$ cat src/rtl/lfsr_pkg.sv
// Shared definitions for the burst-controlled 8-bit Fibonacci PRBS generator:
// tap mask, default seed, FSM encoding and the LFSR step / seed guard helpers.
package lfsr_pkg;

    localparam logic [7:0] TAP_MASK     = 8'hB4;   // taps on bits 7,5,4,2
    localparam logic [7:0] DEFAULT_SEED = 8'hFF;

    localparam logic [2:0] S_IDLE = 3'd0;
    localparam logic [2:0] S_LOAD = 3'd1;
    localparam logic [2:0] S_WAIT = 3'd2;
    localparam logic [2:0] S_OUT  = 3'd3;
    localparam logic [2:0] S_DONE = 3'd4;

    typedef enum logic [2:0] {
        ST_IDLE = S_IDLE,
        ST_LOAD = S_LOAD,
        ST_WAIT = S_WAIT,
        ST_OUT  = S_OUT,
        ST_DONE = S_DONE
    } state_t;

    // One Fibonacci step: shift left, feedback is the parity of the tapped bits.
    function automatic logic [7:0] lfsr_next(input logic [7:0] v);
        return {v[6:0], ^(v & TAP_MASK)};
    endfunction

    // An all-zero seed would lock the LFSR, so it is replaced by the default.
    function automatic logic [7:0] seed_guard(input logic [7:0] s);
        return (s == 8'h00) ? DEFAULT_SEED : s;
    endfunction

endpackage

$ cat src/rtl/lfsr_core.sv
// 8-bit Fibonacci LFSR register with synchronous load and step enable.
// Load wins over step; asynchronous reset returns the register to the default seed.
module lfsr_core
    import lfsr_pkg::*;
(
    input  logic       clk,
    input  logic       rst_n,
    input  logic       load,
    input  logic       step,
    input  logic [7:0] seed,
    output logic [7:0] q
);

    // LFSR state register: reset, load or advance by one step.
    always_ff @(posedge clk or negedge rst_n) begin
        if (!rst_n) begin
            q <= DEFAULT_SEED;
        end else if (load) begin
            q <= seed;
        end else if (step) begin
            q <= lfsr_next(q);
        end
    end

endmodule

$ cat src/rtl/lfsr_burst_ctrl.sv
// Burst sequencer around the 8-bit PRBS generator: loads a seed on request,
// advances the LFSR once per prescaler tick and streams a programmed number
// of words over valid/ready, then pulses done. abort returns to IDLE at once.
module lfsr_burst_ctrl
    import lfsr_pkg::*;
#(
    parameter int PRESCALE_W = 25,
    parameter int LEN_W      = 8
) (
    input  logic                  clk,
    input  logic                  rst,
    input  logic                  start,
    input  logic [7:0]            seed,
    input  logic [LEN_W-1:0]      len,
    input  logic [PRESCALE_W-1:0] div_cfg,
    input  logic                  abort,
    output logic                  busy,
    output logic                  done,
    output logic [7:0]            out_data,
    output logic                  out_valid,
    input  logic                  out_ready
);

    localparam logic [PRESCALE_W-1:0] PRESC_ZERO = {PRESCALE_W{1'b0}};
    localparam logic [PRESCALE_W-1:0] PRESC_ONE  = {{(PRESCALE_W-1){1'b0}}, 1'b1};
    localparam logic [LEN_W-1:0]      LEN_ZERO   = {LEN_W{1'b0}};
    localparam logic [LEN_W-1:0]      LEN_ONE    = {{(LEN_W-1){1'b0}}, 1'b1};

    state_t                  state_r;
    logic [PRESCALE_W-1:0]   presc_r;
    logic [PRESCALE_W-1:0]   div_q_r;
    logic [LEN_W-1:0]        count_r;
    logic [LEN_W-1:0]        len_q_r;

    logic                    load_s;
    logic                    step_s;
    logic                    tick_s;
    logic [7:0]              seed_s;
    logic [7:0]              lfsr_q_s;

    // LFSR control: load in LOAD, step on a prescaler tick in WAIT; abort suppresses both.
    always_comb begin
        load_s = 1'b0;
        step_s = 1'b0;
        tick_s = (presc_r == div_q_r);
        seed_s = seed_guard(seed);
        case (state_r)
            ST_LOAD: load_s = ~abort;
            ST_WAIT: step_s = ~abort & tick_s;
            default: begin
                load_s = 1'b0;
                step_s = 1'b0;
            end
        endcase
    end

    lfsr_core u_core (
        .clk   (clk),
        .rst_n (rst),
        .load  (load_s),
        .step  (step_s),
        .seed  (seed_s),
        .q     (lfsr_q_s)
    );

    // The data output is the LFSR register itself, so it carries no input path.
    assign out_data = lfsr_q_s;

    // Burst FSM with prescaler, word counter and registered status outputs.
    always_ff @(posedge clk or negedge rst) begin
        if (!rst) begin
            state_r   <= ST_IDLE;
            presc_r   <= PRESC_ZERO;
            div_q_r   <= PRESC_ZERO;
            count_r   <= LEN_ZERO;
            len_q_r   <= LEN_ZERO;
            busy      <= 1'b0;
            done      <= 1'b0;
            out_valid <= 1'b0;
        end else if (abort && (state_r != ST_IDLE)) begin
            state_r   <= ST_IDLE;
            busy      <= 1'b0;
            done      <= 1'b0;
            out_valid <= 1'b0;
        end else begin
            case (state_r)
                ST_IDLE: begin
                    done      <= 1'b0;
                    out_valid <= 1'b0;
                    if (start) begin
                        state_r <= ST_LOAD;
                        busy    <= 1'b1;
                    end else begin
                        busy    <= 1'b0;
                    end
                end
                ST_LOAD: begin
                    len_q_r <= len;
                    div_q_r <= div_cfg;
                    presc_r <= PRESC_ZERO;
                    count_r <= LEN_ZERO;
                    if (len == LEN_ZERO) begin
                        state_r <= ST_DONE;
                        done    <= 1'b1;
                    end else begin
                        state_r <= ST_WAIT;
                    end
                end
                ST_WAIT: begin
                    if (tick_s) begin
                        presc_r   <= PRESC_ZERO;
                        out_valid <= 1'b1;
                        state_r   <= ST_OUT;
                    end else begin
                        presc_r   <= presc_r + PRESC_ONE;
                    end
                end
                ST_OUT: begin
                    // LFSR and prescaler stay frozen until the consumer takes the word.
                    if (out_ready) begin
                        out_valid <= 1'b0;
                        count_r   <= count_r + LEN_ONE;
                        if (count_r == (len_q_r - LEN_ONE)) begin
                            state_r <= ST_DONE;
                            done    <= 1'b1;
                        end else begin
                            state_r <= ST_WAIT;
                        end
                    end
                end
                ST_DONE: begin
                    done    <= 1'b0;
                    busy    <= 1'b0;
                    state_r <= ST_IDLE;
                end
                default: begin
                    state_r   <= ST_IDLE;
                    busy      <= 1'b0;
                    done      <= 1'b0;
                    out_valid <= 1'b0;
                end
            endcase
        end
    end

endmodule

$ cat config.mk
export PLATFORM = sky130hd
export DESIGN_NAME = lfsr_burst_ctrl
export DESIGN_NICKNAME = d
export VERILOG_FILES = /design/src/rtl/lfsr_pkg.sv /design/src/rtl/lfsr_core.sv /design/src/rtl/lfsr_burst_ctrl.sv
export SDC_FILE = /design/constraint.sdc
export NUM_CORES = 1
export LEC_CHECK = 0
export ABC_AREA = 1
export ABC_CLOCK_PERIOD_IN_PS = 2150
export CAP_MARGIN = 20
export CORE_ASPECT_RATIO = 1.5
export CORE_MARGIN = 2
export CORE_UTILIZATION = 49
export DETAILED_ROUTE_END_ITERATION = 12
export PLACE_DENSITY = 0.81
export SYNTH_ARGS = -nofsm -noshare
export SYNTH_HDL_FRONTEND = slang
export SYNTH_SLANG_ARGS = --single-unit
$ cat constraint.sdc
create_clock -name clk -period 2.15 [get_ports clk]
set_input_delay 0.43 -clock clk [delete_from_list [all_inputs] [get_ports clk]]
set_output_delay 0.43 -clock clk [all_outputs]
set_load 0.02 [all_outputs]
== Word-level counts from Yosys, hierarchy flattened ==
Index checks and enable logic that the tools add are counted.

* Register bits: 80
* Input bits: 46
* Output and inout bits: 11
* Word-level logic and storage cells: 75

* Add/sub/neg operators: 3
* Equal/unequal tests: 15
* Multiplexer cells: 28
* Bitwise gates (word level): 3
* Reductions and logical operators: 17

{| class="wikitable"
|+ Operators by type and width
! operator !! number
|-
| 25-bit one-hot mux with 2 select lines || 1
|-
| 8-bit two-way mux || 4
|-
| 25-bit by 1-bit adder with 25-bit output (second input constant) || 1
|-
| 25-bit equality test || 1
|-
| 25-bit two-way mux || 1
|-
| 3-bit two-way mux || 6
|-
| 8-bit logical NOT || 2
|-
| 8-bit one-hot mux with 2 select lines || 1
|-
| 3-bit != test (second input constant) || 5
|-
| 3-bit one-hot mux with 4 select lines || 1
|-
| 1-bit two-way mux || 11
|-
| 3-bit AND reduction || 3
|-
| 8-bit by 1-bit adder with 8-bit output (second input constant) || 1
|-
| 8-bit equality test || 1
|-
| 8-bit XOR reduction || 1
|-
| 8-bit by 1-bit subtractor with 8-bit output (second input constant) || 1
|-
| 3-bit by 2-bit equality test with 1-bit output (second input constant) || 2
|-
| 1-bit one-hot mux with 3 select lines || 2
|-
| 2-bit nonzero test || 3
|-
| 2-bit by 1-bit != test with 1-bit output (second input constant) || 2
|-
| 2-bit != test (second input constant) || 2
|-
| 2-bit AND reduction || 2
|-
| 4-bit AND reduction || 1
|-
| 3-bit by 1-bit equality test with 1-bit output (second input constant) || 1
|-
| 9 further kinds || 10
|}

== Depth between registers and ports, before layout ==
Gate-level depths: netlist (run 1).

* Depth after elaboration: 6
* Depth in mapped cells: 15
* Depth with buffers taken out: 15

== By module ==
Synthesis (run 1) repeated with hierarchy kept, for this count alone.

* Cells, all modules: 634
* Area, all modules: 4654.5 sq um

{| class="wikitable"
|+ By module, submodules not included
! module !! times used !! cells an instance !! area each (sq um) !! sequential area each (sq um)
|-
| lfsr_burst_ctrl || 1 || 578 || 4220.3 || 1801.7
|-
| lfsr_core || 1 || 56 || 434.2 || 210.2
|}

== Least setup slack after synthesis (run 1) ==
Ideal clock, no wire load.

* Kind: flip-flop to flip-flop
* Start point: register presc_r[0]
* End point: register presc_r[16]
* Setup time: 119 ps
* Data arrival time: 1506 ps
* Required time: 2031 ps
* Setup slack: 526 ps
* Cell stages (with the launch flop): 11
* Path buffers: 0
* Period minus slack after synthesis: 1624 ps
* Cell sequence: dfrtp_1 > ha_1 > nand2_2 > nor2_4 > nand2_4 > nor2_8 > inv_2 > nor3b_4 > nand2_1 > xor2_1 > nor2_2

* Longest elaborated chain between the ends: 3
* Elaborated cells between the ends (all ways): 4
* Classes of those cells: add/sub: 1; eq/ne: 1; mux: 2

{| class="wikitable"
|+ Ends and longest elaborated chain
! what !! RTL line !! source
|-
| start, declared || lfsr_burst_ctrl.sv:30 || <nowiki>logic [PRESCALE_W-1:0] presc_r;</nowiki>
|-
| start signal, assigned || lfsr_burst_ctrl.sv:115 || <nowiki>presc_r <= presc_r + PRESC_ONE;</nowiki>
|-
| 25-bit by 1-bit adder with 25-bit output / 25-bit equality test (equally long branches) || lfsr_burst_ctrl.sv:115, lfsr_burst_ctrl.sv:45 ||
|-
| 25-bit two-way mux (*) || lfsr_burst_ctrl.sv:110 || <nowiki>if (tick_s) begin</nowiki>
|-
| 25-bit one-hot mux with 2 select lines (*) || lfsr_burst_ctrl.sv:86 || <nowiki>case (state_r)</nowiki>
|}

Every way passes the cells marked *; elsewhere a longest branch is shown, timed or not.
A chain may end at the register's enable or synchronous reset.

== Worst setup path in the final report (run 1) ==
* Start point: register u_core.q[2]
* End point: output port out_data[2]

{| class="wikitable"
|+ RTL lines
! what !! RTL line !! source
|-
| start, declared || lfsr_core.sv:11 || <nowiki>output logic [7:0] q</nowiki>
|-
| start signal, assigned || lfsr_core.sv:21 || <nowiki>q <= lfsr_next(q);</nowiki>
|-
| end, declared || lfsr_burst_ctrl.sv:19 || <nowiki>output logic [7:0] out_data,</nowiki>
|}

No word-level cell between the ends.

==> flow_metrics.env, run 1 <==
export IMPL_pwr_share_seq=0.379
export IMPL_ir_drop_mv=0.689
export IMPL_period_minus_slack_ps=1960
export IMPL_end_kind="primary output"
export IMPL_rows=43
export IMPL_drc=0
export IMPL_ys_seq_elements=80
export IMPL_antenna_found_initial=0
export IMPL_setup_viol=0
export IMPL_grt_max_degree=47
export IMPL_die_w_um=83.3
export IMPL_crit_path_max_incr_delay_ps=620
export IMPL_ys_warnings_count=0
export IMPL_drive_above_1_share=0.105
export IMPL_worstHoldPathCells=2
export IMPL_route_detailed_wl_per_inst_um=14.0
export IMPL_tritoncts="yes"
export IMPL_synth_fp_nets=646
export IMPL_firstDrtPassIters=5
export IMPL_cp_depth=1
export IMPL_grt_pass1_vias=4183
export IMPL_grtUsageTotal=0.229
export IMPL_crit_slowest_cell="clkdlybuf4s50_1"
export IMPL_avgViaCountPerCell=5.26
export IMPL_hold_path_class="register to register"
export IMPL_r2r_cells=9
export IMPL_finalHoldViolCount=0
export IMPL_portBuffers=56
export IMPL_coreArea_um2=9200
export IMPL_start_util=0.502
export IMPL_grt_pass1_wl_um=18900
export IMPL_io_pins=57
export IMPL_cp_start_kind="register"
export IMPL_cts_resized=0
export IMPL_wl_um=10900
export IMPL_yosysTopAreaCellShare=0.390
export IMPL_whs_ps=483
export IMPL_cellPowerDensity_nw_per_um2=1170
export IMPL_clock_path_buffers=2
export IMPL_dieHeight_um=123
export IMPL_die_area_um2=10200
export IMPL_final_nets=712
export IMPL_clockRootBuffer="clkbuf_16"
export IMPL_critPathBufInv=1
export IMPL_drt_first_iter_violations=277
export IMPL_crit_path_cell_trace="clkdlybuf4s50_1"
export IMPL_period_share=0.912
export IMPL_slew_headroom=0.774
export IMPL_p_sw_frac=0.392
export IMPL_hpwlAfterDp_um=8310
export IMPL_numCtsBuffers=9
export IMPL_worstPathRequired_ps=1720
export IMPL_status="finished clean"
export IMPL_finClkSkew_ps=6.97
export IMPL_worstPathMaxFanout=4
export IMPL_tightestPinTransition_ps=339
export IMPL_ys_types=39
export IMPL_total_leakage_power_uw=0.00269
export IMPL_ant_nets=0
export IMPL_clkTransAtPathRegs_ps=60
export IMPL_slew_violations=0
export IMPL_avgSynthCellArea_um2=7.74
export IMPL_combPwrFrac=0.403
export IMPL_clkPwrFrac=0.218
export IMPL_htree_levels=3
export IMPL_antenna_cells=0
export IMPL_dr_total_vias=4101
export IMPL_arrival_ps=1530
export IMPL_synth_area_um2=4620
export IMPL_numClockSinks=80
export IMPL_cpLargestDelayFamily="buffers and inverters"
export IMPL_fill_cells=793
export IMPL_synth_top_area_cell="dfrtp_1"
export IMPL_cap_violations=0
export IMPL_fin_cells=780
export IMPL_crit_type="register to primary output"
export IMPL_max_freq_mhz=510
export IMPL_clkLatencyLatePin_ps=330
export IMPL_synth_cells=597
export IMPL_synthToLayoutAreaGrowth_pct=22.3
export IMPL_p_switching_uw=2580
export IMPL_internal_power_uw=4020
export IMPL_synth_area_leaders="dfrtp_1 (39%), nand2_1 (14%), inv_1 (5.3%)"
export IMPL_post_place_cells=763
export IMPL_ys_seq_area_frac=0.436
export IMPL_gr_total_overflow=0
export IMPL_rsz0062_at_grt="false"
export IMPL_routabilityCongestion=1.01
## worst reg2reg max path, cell delays in order (launching register included)
cell and delay, ps:
dfrtp_1 430, xor2_1 180, nor2_1 210, nand3_1 150
nor2_1 140, nand3_2 160, nand2_2 120, nand2_4 160
inv_2 200, nor3_1 60
## cell usage after synthesis, drive strengths merged
master / number
a31oi: 1
nor3b: 4
nand3: 38
inv: 70
a21oi: 9
clkbuf: 4
xor2: 26
o22ai: 8
nor2: 61
a41o: 1
xnor2: 19
nand4: 18
nor4: 1
a31o: 1
dfstp: 8
dfrtp: 72
o21a: 1
nor3: 16
buf: 10
ha: 3
o31ai: 1
nand2: 186
o21ai: 39
## what timing repair did
item,in CTS,in global routing
hold buffers,1,0
buffers inserted,0,0
endpoints found under the hold margin,6,0
## cells in the final DEF, fill, tap and decap left out, types with 6 or more instances in the layout
master	count
nand2_1	178
dfrtp_1	72
inv_1	65
clkdlybuf4s50_1	55
nor2_1	52
nand3_1	37
xor2_1	26
o21ai_0	26
xnor2_1	19
nand4_1	18
nor3_1	13
buf_4	11
a21oi_1	9
clkbuf_16	9
o21ai_2	8
dfstp_2	8
o22ai_1	7
nand2_2	6
## power groups by stage
stage,Sequential (µW),Clock [µW],Combinational (µW)
finish,2500,1440,2660
global route,2560,1540,2990
CTS,2500,1470,2680
detailed placement,2520,0,2650
global placement,2500,0,2560
floorplan,2510,0,1800
## routing by layer
layer | up-vias | wire length, µm | GRT usage
met5 | - | 0 | 0
met2 | 96 | 5990 | 0.428
met3 | 20 | 409 | 0.0427
li1 | 2037 | - | -
met4 | 0 | 248 | 0.0891
met1 | 1948 | 4260 | 0.258
## worst paths after layout
path	startpoint	end	slack [ps]
hold reg to reg	done$_DFFE_PN0P_	done$_DFFE_PN0P_	480
setup reg to reg	presc_r[10]$_DFFE_PN0P_	presc_r[7]$_DFFE_PN0P_	220
max in group asynchronous	rst	u_core.q[1]$_DFFE_PN1P_	970
min in group asynchronous	rst	len_q_r[3]$_DFFE_PN0P_	540
hold / removal	done$_DFFE_PN0P_	done$_DFFE_PN0P_	480
setup / recovery	u_core.q[2]$_DFFE_PN1P_	out_data[2]	190
## through the flow
step                power [µW]  TNS [ps]   util  cell area (µm²)  setup slack [ps]
floorplan                 4310         0      -             4620               526
global placement          5070         0  0.582             5360              72.3
detailed placement        5170      -163  0.582             5360              -122
CTS                       6650         0  0.614             5650               183
global route              7090         0  0.614             5650              66.9
finish                    6600         0  0.614             5650               189
## final cells by class
class	instances	area [µm²]	area share
clock buffers	16	282	0.0499
inverters	70	263	0.0465
multi-input cells	433	2270	0.402
flip-flops and latches	80	2010	0.356
well taps	112	140	0.0248
repair buffers	69	683	0.121
## registers in the layout (all words and copies together), names as in the netlist
signal,flops
done,1
state_r,3
presc_r,25
div_q_r,25
out_valid,1
busy,1
len_q_r,8
u_core.q,8
count_r,8
## cell families after synthesis
logic type,after synthesis,share of synthesized area
and+or+nand+nor,324,0.317
buffers and inverters,84,0.0745
DFF,80,0.436
AOI/OAI and AO/OA,61,0.0794
xor gates and xnor gates,45,0.0853
adders and majority gates,3,0.00813
(Power assumes the default switching activity.)
==> run 2: changes to the inputs <==
- CAP_MARGIN: 20 -> not set
==> results of run 2 <==
Final layout, timing and power as in run 1 (identical DEF).
==> RTL edit 1: new RTL, settings of run 1 <==
`PRESCALE_W`: 25 -> 50.
--- a/src/rtl/lfsr_burst_ctrl.sv
+++ b/src/rtl/lfsr_burst_ctrl.sv
@@ -6,3 +6,3 @@
 #(
-    parameter int PRESCALE_W = 25,
+    parameter int PRESCALE_W = 50,
     parameter int LEN_W      = 8
Ports: changed (resized div_cfg); port bits go from 57 to 82. The function was not compared with the original's and may differ.
==> RTL edit 1 against run 1 <==
  * The run now ends with negative hold slack left
  * Die area is 68% higher
  * Wire length is 110% higher
  * Clock power is 90% higher
  * Clock skew is 5.4 ps higher
  * Critical path depth is 8 higher
  * Global-route usage is 4.8 points higher
  * Power is 54% higher
  * Combinational power is 40% higher
  * Final area is 73% higher
  * Setup slack worse by 78 ps
  * Register-to-register slack worse by 110 ps
  * Sequential cell count is 50 higher
  * Synthesized area is 71% higher
  * Critical path type is now flop to flop
  * Critical endpoint is now presc_r[44]$_DFFE_PN0P_
  * Largest cell class unchanged
==> RTL edit 1: results (changes against run 1) <==
| Metric | Value |
|---|---|
| Failing checks | negative hold slack |
| Worst-path fanout max | 6 (+2) |
| Area share of fa/ha/maj cells after synthesis | 0.00476 (-0.00337) |
| Routed wire length | 22.6 mm (+110%) |
| Vias in the first global route | 7780 (+86%) |
| Vias | 7717 (+88%) |
| Mapped Cells | 1119 (+87%) |
| Top Registers | div_q_r x50, presc_r x50 |
| Via/cell ratio | 5.33 (+1.4%) |
| Outcome | finished, violations left |
| Worst hold slack | -7.45 ps (-491 ps) |
| Pre-CTS setup slack | 28.7 ps (+150 ps) |
| Largest net degree at the start of global routing | 51 (+8.5%) |
| Syn_nets | 1193 (+85%) |
| Port Buf Inserts | 81 (+45%) |
| CTS Buf Count | 17 (+8) |
| Number of DRC markers in iteration 0 | 399 (+44%) |
| Endpoints failing hold | 2 (+2) |
| Layout cell share with drive strength beyond 1 | 0.101 (-0.00359) |
| Worst Skew | 12.3 ps (+5.36 ps) |
| Final HPWL DP | 17.2 mm (+110%) |
| Unique cell type count in the Yosys netlist | 43 (+10%) |
| CP Data Arrival Time | 2320 ps (+790 ps) |
| Xor/xnor share of the synthesized area | 0.0683 (-0.0170) |
| Minimum clock period | 2040 ps (+78.3 ps) |
| Top post-synthesis cells by area | dfrtp_1 39%, nand2_1 19%, nor2_1 6.4%, inv_1 5.1%, xor2_1 4.8% |
| Register area share after synthesis | 0.414 (-0.0221) |
| Htree depth | 4 (+1) |
| Crit end category | flop |
## RTL edit 1: worst max-delay path: stages, from the launching register on
cell and delay (ps):
dfrtp_1 490, inv_1 90, nor3_1 490, nand2_1 140
nor2_1 290, nand4_1 130, nand2_1 90, inv_1 40
nand4_1 50, o21ai_0 80
## RTL edit 1: report_power, final
| part | total, W | internal (W) | switching, W |
|---|---|---|---|
| clock network | 0.00274 | 0.00162 | 0.00112 |
| registers | 0.00369 | 0.00317 | 0.000515 |
| logic | 0.00373 | 0.00145 | 0.00227 |
| total | 0.0102 | 0.00624 | 0.00391 |
## RTL edit 1: final cells by class
class / instances / area (um^2) / area share
clock buffer: 20 / 447 / 0.0456
inverter: 117 / 442 / 0.0451
sequential: 130 / 3260 / 0.333
timing repair buffer: 126 / 1250 / 0.127
clock inverter: 12 / 110 / 0.0112
tap: 203 / 254 / 0.0259
multi-input combinational: 840 / 4030 / 0.412
## RTL edit 1: path summary, 6_finish.rpt
kind	depth (start not counted)	end	start
max	9	presc_r[44]$_DFFE_PN0P_	presc_r[27]$_DFFE_PN0P_
max reg2reg	9	presc_r[44]$_DFFE_PN0P_	presc_r[27]$_DFFE_PN0P_
min in group clk	2	done$_DFFE_PN0P_	done$_DFFE_PN0P_
max in group asynchronous	2	u_core.q[6]$_DFFE_PN1P_	rst
min	1	div_q_r[39]$_DFFE_PN0P_	rst
min reg2reg	2	done$_DFFE_PN0P_	done$_DFFE_PN0P_
## RTL edit 1: routing by layer
metal	GRT usage	vias up	share of wire
met5	0	-	0
met4	0.174	0	0.065
met3	0.0565	93	0.050
met2	0.482	275	0.51
met1	0.300	3555	0.38
li1	-	3794	-
==> RTL edit 2: new RTL, settings of run 1 <==
Without the edit above. Add an input register stage for `div_cfg`, without a reset; this delays it by one clock. The other inputs are not delayed to match.
--- a/src/rtl/lfsr_burst_ctrl.sv
+++ b/src/rtl/lfsr_burst_ctrl.sv
@@ -27,2 +27,8 @@
     localparam logic [LEN_W-1:0]      LEN_ONE    = {{(LEN_W-1){1'b0}}, 1'b1};
+
+    logic [PRESCALE_W-1:0] div_cfg_q;
+
+    always_ff @(posedge clk) begin
+        div_cfg_q <= div_cfg;
+    end
 
@@ -98,3 +104,3 @@
                     len_q_r <= len;
-                    div_q_r <= div_cfg;
+                    div_q_r <= div_cfg_q;
                     presc_r <= PRESC_ZERO;
Behaviour: not the same (a bounded check fails within 4 cycles, from zero or initial values and one cycle with rst low).
==> RTL edit 2 against run 1 <==
  * Global-route usage fell by 1.8 points
  * Final area increased by 7.6%
  * Power rose by 5.4%
  * Final cell count up 4.1%
  * Wire length increased by 0.71%
  * Critical path depth grew 8
  * Register-to-register slack worse by 120 ps
  * Sequential cell count increased by 25
  * Setup slack got worse by 87 ps
  * Sequential power increased by 16%
  * Synthesized area rose by 9.1%
  * Core utilization shrank 1.1 points
  * Count of clock-buffer cells in the layout down 5
  * Maximum frequency decreased by 4.2%
  * Critical endpoint is now u_core.q[3]$_DFFE_PN1P_
==> RTL edit 2: results (changes against run 1) <==
| Metric | Value |
|---|---|
| Outcome | finished clean |
| Top post-synthesis cells by area | dfrtp_1 36%, nand2_1 15%, dfxtp_1 9.9%, dfstp_2 4.2%, inv_1 4.2% |
| Worst rel slew slack | 0.708 (-0.0660) |
| Hold path endpoint | div_q_r[24]$_DFFE_PN0P_ |
| Peak VDD IR | 0.455 mV (-34%) |
| Met3 usage | 0.0328 (-0.00988) |
| Post-synth top cells | 204 x nand2_1, 72 x dfrtp_1, 56 x inv_1, 56 x nor2_1, 38 x nand3_1 |
| CP Data Arrival Time | 2330 ps (+800 ps) |
| Met1 GRT Util | 0.234 (-0.0243) |
| Worst stage delay on the critical path | 420 ps (-200 ps) |
| FF-to-FF End | u_core.q[3]$_DFFE_PN1P_ |
| Top Registers | div_cfg_q x25, div_q_r x25, presc_r x25 |
| GR Util met2 | 0.374 (-0.0539) |
| Nets | 740 (+3.9%) |
| Cell area after placement | 5770 um^2 (+7.7%) |
| Syn_nets | 675 (+4.5%) |
| Post-synth ARST share | 0.762 (-0.238) |
| Worst-path fanout max | 9 (+5) |
| Gr usage total | 0.211 (-0.0180) |
| Worst Skew | 6.01 ps (-0.959 ps) |
| Layout cell share with drive strength beyond 1 | 0.0863 (-0.0185) |
| Reg2reg start | presc_r[8]$_DFFE_PN0P_ |
| Unique cell type count in the Yosys netlist | 34 (-13%) |
| Worst hold slack | 424 ps (-59.3 ps) |
| Xor/xnor share of the synthesized area | 0.0747 (-0.0106) |
| Average cell area after synthesis | 8.05 um^2 (+4.0%) |
[RTL edit 2: cell types whose count changed after synthesis, moves of 4 or more]
cell,delta
buf_4,-4
dfxtp_1,+25
inv_1,-9
nand2_1,+26
nand2_2,-5
nand4_1,-10
nor2_1,+4
o21ai_0,+7
o21ai_2,-6
xnor2_1,+4
xor2_1,-6
[RTL edit 2: layout make-up]
| cell class | instances | share of cell area |
|---|---|---|
| clock buffer | 11 | 0.0400 |
| tap | 117 | 0.0241 |
| clock inverter | 4 | 0.00865 |
| timing repair buffer | 68 | 0.109 |
| inverter | 60 | 0.0371 |
| multi-input combinational | 447 | 0.367 |
| sequential | 105 | 0.414 |
[RTL edit 2: worst max path at each step]
stage	from	cells past startpoint	slack (ps)	end
6_report	presc_r[8]$_DFFE_PN0P_	9	100	u_core.q[3]$_DFFE_PN1P_
5_1_grt	presc_r[17]$_DFFE_PN0P_	9	20	u_core.q[6]$_DFFE_PN1P_
4_1_cts	presc_r[8]$_DFFE_PN0P_	9	130	u_core.q[3]$_DFFE_PN1P_
3_5_place_dp	len[5]	10	40	done$_DFFE_PN0P_
3_3_place_gp	len[5]	10	100	done$_DFFE_PN0P_
2_1_floorplan	len_q_r[0]$_DFFE_PN0P_	14	500	done$_DFFE_PN0P_
[RTL edit 2: per-layer routing]
layer	share of wire	wire, um	vias up
li1	-	-	2109
met1	0.39	4280	1978
met2	0.54	5880	131
met3	0.044	485	31
met4	0.031	343	0
met5	0	0	-
[RTL edit 2: report_power, final]
part           internal (W)  switching [W]  leakage [nW]
combinational       0.00101        0.00143          1.46
sequential          0.00249       0.000402          1.24
clock              0.000932       0.000694         0.146
total               0.00443        0.00252          2.85
